$ cat src/rtl/conv_scheduler.sv
// conv_scheduler: round-robin arbiter that shares one external binary-to-BCD
// divisor among N_REQ requesters. It grants one requester, restarts the divisor
// with the latched operand, waits for listo (or a watchdog timeout) and returns
// the four BCD digits with a one-cycle ack.
// Optional build macro: CONV_SAT_EN. When it is defined, operands above 9999
// are clamped to 9999 and ovf_o is flagged with the ack.
//
// Handshake: req_i[k] is a level held until ack_o[k] pulses for one cycle.
// ack_o is the valid for digits_o/ovf_o/err_o. There is no back-pressure.
// The requester drops req_i in the cycle after its ack; a request still high
// in the following IDLE cycle counts as a new request.
module conv_scheduler #(
  parameter int N_REQ    = 3,
  parameter int WDOG_MAX = 255
) (
  input  logic                 clk,
  input  logic                 rst,
  input  logic [N_REQ-1:0]     req_i,
  input  logic [16*N_REQ-1:0]  operand_i,
  output logic [N_REQ-1:0]     ack_o,
  output logic [15:0]          digits_o,
  output logic                 ovf_o,
  output logic                 err_o,
  output logic                 busy_o,
  output logic                 div_rst_o,
  output logic [15:0]          div_num_o,
  input  logic                 div_listo_i,
  input  logic [3:0]           div_mil_i,
  input  logic [3:0]           div_cen_i,
  input  logic [3:0]           div_dec_i,
  input  logic [3:0]           div_uni_i,
  output logic [1:0]           dbg_state_o
);

  localparam int GW = $clog2(N_REQ);

  typedef enum logic [1:0] {
    S_IDLE = 2'd0,
    S_LOAD = 2'd1,
    S_WAIT = 2'd2,
    S_DONE = 2'd3
  } state_t;

  state_t           state_q, state_d;
  logic [GW-1:0]    ptr_q, ptr_d;
  logic [GW-1:0]    grant_q, grant_d;
  logic [15:0]      op_q, op_d;
  logic [7:0]       wdog_q, wdog_d;
  logic [N_REQ-1:0] ack_q, ack_d;
  logic [15:0]      digits_q, digits_d;
  logic             ovf_q, ovf_d;
  logic             err_q, err_d;
  logic             busy_q, busy_d;
  logic             div_rst_q, div_rst_d;

  logic [15:0]      op_arr [N_REQ];
  logic [GW:0]      cand;
  logic [GW-1:0]    win_idx;
  logic             win_found;
  logic [15:0]      win_raw;
  logic [15:0]      win_op;
  logic             win_ovf;

  for (genvar k = 0; k < N_REQ; k++) begin : g_op
    assign op_arr[k] = operand_i[16*k +: 16];
  end

  // Round-robin pick: first set request searching upward from ptr+1, wrapping.
  always_comb begin
    win_found = 1'b0;
    win_idx   = '0;
    win_raw   = '0;
    cand      = '0;
    for (int i = 1; i <= N_REQ; i++) begin
      cand = {1'b0, ptr_q} + (GW+1)'(i);
      if (cand >= (GW+1)'(N_REQ)) cand = cand - (GW+1)'(N_REQ);
      if (!win_found && req_i[cand[GW-1:0]]) begin
        win_found = 1'b1;
        win_idx   = cand[GW-1:0];
        win_raw   = op_arr[cand[GW-1:0]];
      end
    end
  end

`ifdef CONV_SAT_EN
  assign win_ovf = (win_raw > 16'd9999);
  assign win_op  = win_ovf ? 16'd9999 : win_raw;
`else
  assign win_ovf = 1'b0;
  assign win_op  = win_raw;
`endif

  // Next-state and next-output computation for the IDLE/LOAD/WAIT/DONE sequence.
  always_comb begin
    state_d  = state_q;
    ptr_d    = ptr_q;
    grant_d  = grant_q;
    op_d     = op_q;
    wdog_d   = wdog_q;
    ack_d    = '0;
    digits_d = digits_q;
    ovf_d    = ovf_q;
    err_d    = err_q;
    case (state_q)
      S_IDLE: begin
        if (win_found) begin
          grant_d = win_idx;
          op_d    = win_op;
          ovf_d   = win_ovf;
          err_d   = 1'b0;
          state_d = S_LOAD;
        end
      end
      S_LOAD: begin
        wdog_d  = '0;
        state_d = S_WAIT;
      end
      S_WAIT: begin
        if (div_listo_i) begin
          digits_d        = {div_mil_i, div_cen_i, div_dec_i, div_uni_i};
          ack_d[grant_q]  = 1'b1;
          state_d         = S_DONE;
        end else if (wdog_q == 8'(WDOG_MAX)) begin
          digits_d        = '0;
          err_d           = 1'b1;
          ack_d[grant_q]  = 1'b1;
          state_d         = S_DONE;
        end else begin
          wdog_d = wdog_q + 8'd1;
        end
      end
      S_DONE: begin
        ptr_d   = grant_q;
        state_d = S_IDLE;
      end
      default: state_d = S_IDLE;
    endcase
    div_rst_d = (state_d == S_LOAD);
    busy_d    = (state_d != S_IDLE);
  end

  // State and registered outputs; reset holds the divisor in reset too.
  always_ff @(posedge clk or negedge rst) begin
    if (!rst) begin
      state_q   <= S_IDLE;
      ptr_q     <= GW'(N_REQ-1);
      grant_q   <= '0;
      op_q      <= '0;
      wdog_q    <= '0;
      ack_q     <= '0;
      digits_q  <= '0;
      ovf_q     <= 1'b0;
      err_q     <= 1'b0;
      busy_q    <= 1'b0;
      div_rst_q <= 1'b1;
    end else begin
      state_q   <= state_d;
      ptr_q     <= ptr_d;
      grant_q   <= grant_d;
      op_q      <= op_d;
      wdog_q    <= wdog_d;
      ack_q     <= ack_d;
      digits_q  <= digits_d;
      ovf_q     <= ovf_d;
      err_q     <= err_d;
      busy_q    <= busy_d;
      div_rst_q <= div_rst_d;
    end
  end

  assign ack_o       = ack_q;
  assign digits_o    = digits_q;
  assign ovf_o       = ovf_q;
  assign err_o       = err_q;
  assign busy_o      = busy_q;
  assign div_rst_o   = div_rst_q;
  assign div_num_o   = op_q;
  assign dbg_state_o = state_q;

endmodule

$ cat config.mk
export PLATFORM = sky130hd
export DESIGN_NAME = conv_scheduler
export DESIGN_NICKNAME = d
export VERILOG_FILES = /design/src/rtl/conv_scheduler.sv
export SDC_FILE = /design/constraint.sdc
export NUM_CORES = 1
export LEC_CHECK = 0
export CAP_MARGIN = 40
export CORE_UTILIZATION = 45
export DETAILED_ROUTE_END_ITERATION = 10
export MAX_ROUTING_LAYER = met4
export PLACE_DENSITY = 0.88
export SLEW_MARGIN = 20
export SYNTH_ARGS = -nofsm -noshare
export SYNTH_HDL_FRONTEND = slang
export SYNTH_SLANG_ARGS = --single-unit
$ cat constraint.sdc
create_clock -name clk -period 3.3 [get_ports clk]
set_input_delay 0.33 -clock clk [delete_from_list [all_inputs] [get_ports clk]]
set_output_delay 0.33 -clock clk [all_outputs]
set_load 0.02 [all_outputs]
==> flow_summary.ini <==
[drt]
vias_per_cell = 6.13
vias = 3476
first_pass_iters = 5
ant_nets = 0
postRouteWirelength_um = 10100
wl_per_cell_um = 17.7
drcViolationCount = 0
drt_iter0_drc = 274

[synthesis]
synthesis.area_mm2 = 0.00362
synth_cells = 368
syn_avg_cell_area_um2 = 9.85
synth_top_area_cell = dfrtp_1
synth_top_area_share_pct = 34.5
synth_common_cells = dfrtp_1 (50), nand2_1 (40), mux2_2 (37), o21ai_0 (25)
yosys_most_used_dff = dfrtp_1
syn_nets = 443
synth_area_leaders = dfrtp_1 (35%), mux2_2 (11%), mux2i_1 (5.2%)
synth-seq-cells = 52
synth_cell_types = 45
synth_edf_count = 0
ys_seq_area_share_pct = 36.0
async_flop_share_pct = 100
ys.warnings.count = 0
yosysMostFrequentCell = dfrtp_1

[floorplan]
start_util_pct = 46.6
dieHeight_um = 91.7
fp.dieW_um = 91.7
coreArea_mm2 = 0.00777
ioPinCount = 111
die-area_mm2 = 0.00842
fp-row-count = 32

[global_route]
grt-ovfl-total = 0
grt_max_degree = 35
grt_first_pass_wirelength_um = 16300
grtUsageTotal_pct = 24.9
grt_pass1_vias = 3280
antenna_found_initial = 0

[place]
gp_congestion = 0.905
post_dp_cell_area_mm2 = 0.00474
port-buffer-count = 109
hpwl_um = 7190
dp.cells = 558

[critical_path]
required_ns = 3.52
cp_slowest_cell = ha_1
crit_chain = buf_4 > ha_1 > and2_1 > buf_4 > a2bb2oi_1 > a311o_1 > buf_4 > o31ai_1
slowest_delay_ns = 0.70
crit_fanout = 21
worstSetupStartpointType = flip-flop
worst_ep_arrival_time_ns = 3.25
cpMostUsedCell = buf_4
worst-setup-path-type = flip-flop to flip-flop
crit_path_end_kind = flip-flop

[power]
irDropWorstVdd_uv = 545
total_power_w = 0.00459
p_per_area_mw_per_mm2 = 942
p_leak_nw = 1.91

[sta]
setup_tns_ns = 0
skew_ns = 0.00719
drv_slew = 0
timing.final.crit_share_pct = 91.9
worstMarginPinSlew_ns = 0.805
fin_crit_ns = 3.03
relSlewSlack_pct = 46.3
hold_viol_final = 0
setup_viol = 0
whs_ns = 0.0650
rsz0062_at_grt = false
clock.fmax_ghz = 0.330

[clock_network]
insertion_delay_ns = 0.31
root_buffer = clkbuf_8
htreeDepth = 2
cts_buffer_depth = 2
cts_resized = 0
cts_setup_buffers = 0
numCtsBuffers = 5
cts_hold_buf = 0
path_clk_slew_ns = 0.10
cts_sinks = 52
cts_tree = done

[final_layout]
nets = 539
final_area_mm2 = 0.00487
area_growth_pct = 34.5
stdcell_count = 567
n_antenna_cell = 0
drive_gt1_share_pct = 17.4

[hold_path]
min_path_type = input pin to asynchronous set/reset pin

[run]
cap_violations = 0

[status]
status = finished, final reports clean
## state kept, by name (all words and copies together) (netlist names)
register     flops
div_rst_o        1
dbg_state_o      2
busy_o           1
div_num_o       16
digits_o        16
ack_o            3
err_o            1
grant_q          2
ptr_q            2
wdog_q           8
## stage by stage
stage                     utilization [%]  setup slack [ns]
after floorplan                         -             0.311
after global placement               61.0             0.378
after detailed placement             61.1             0.313
after CTS                            62.5             0.282
after global routing                 62.7             0.120
final                                62.7             0.267
## metal layers
layer  track usage [%]  vias to the layer above  share of wire (%)
met4              8.07                        0                1.5
met1              30.8                     1685                 41
met2              41.7                      185                 50
met3              4.06                       18                7.9
met5                 -                        -                  0
li1                  -                     1588                  -
## area by class of cell
cell class | instances | area [µm²]
Fill cell | 644 | 2900
Timing Repair Buffer | 123 | 1200
Inverter | 7 | 26.3
Clock buffer | 5 | 68.8
Clock inverter | 3 | 46.3
Tap cell | 102 | 128
Multi-Input combinational cell | 275 | 2100
Sequential cell | 52 | 1300
## cells by family (layout without fill, tap and decap cells)
kind of cell,count (synthesis),in the layout,synth area share [%]
AOI/OAI and AO/OA,120,120,26.8
xor gates and xnor gates,2,2,0.484
adders and majority gates,5,5,1.73
buffers and inverters,41,138,6.18
DFF,52,52,36.0
muxes,57,57,17.2
other,1,1,0.103
and+or+nand+nor,90,90,11.6
## report_power, final
| group | leakage [nW] | switching, W | internal [W] |
|---|---|---|---|
| Sequential | 0.665 | 0.000167 | 0.000886 |
| Combinational | 1.19 | 0.00173 | 0.00136 |
| Clock | 0.0548 | 0.000226 | 0.000229 |
| Total | 1.91 | 0.00212 | 0.00247 |
## critical path, delay by kind of cell (launching register included)
family                   cells  cell delay, ns
flip-flops                   1            0.36
buffers and inverters        3            0.80
adder cells (fa/ha/maj)      1            0.70
AND/OR/NAND/NOR              1            0.28
AO/OA/AOI/OAI                3            0.80
## worst paths after layout
check                        startpoint            to  depth (start not counted)  slack [ns]
setup / recovery               ptr_q[0]  div_num_o[8]                          8        0.27
hold / removal                      rst  digits_o[12]                          1        0.07
setup reg to reg               ptr_q[0]  div_num_o[8]                          8        0.27
hold reg to reg            div_num_o[2]  div_num_o[2]                          2        0.49
max in group asynchronous           rst      ptr_q[1]                          2        2.41
min in group clk           div_num_o[2]  div_num_o[2]                          2        0.49
## placed cells by master (no fill, tap or decap), drive strengths merged, types with 2 or more instances in the layout
| cell type | n |
|---|---|
| xnor2 | 2 |
| buf | 15 |
| clkdlybuf4s50 | 108 |
| nand2 | 40 |
| nor3b | 3 |
| or3 | 2 |
| o21ai | 25 |
| dfrtp | 50 |
| a211oi | 16 |
| nand3 | 7 |
| a22oi | 17 |
| dfstp | 2 |
| a221oi | 16 |
| inv | 8 |
| nand2b | 4 |
| ha | 5 |
| a22o | 17 |
| mux2 | 38 |
| clkbuf | 5 |
| o31ai | 19 |
| nor3 | 20 |
| nor2b | 2 |
| nor2 | 8 |
| mux2i | 19 |
| and2 | 4 |
No activity file was read; power rests on OpenSTA's default activity.
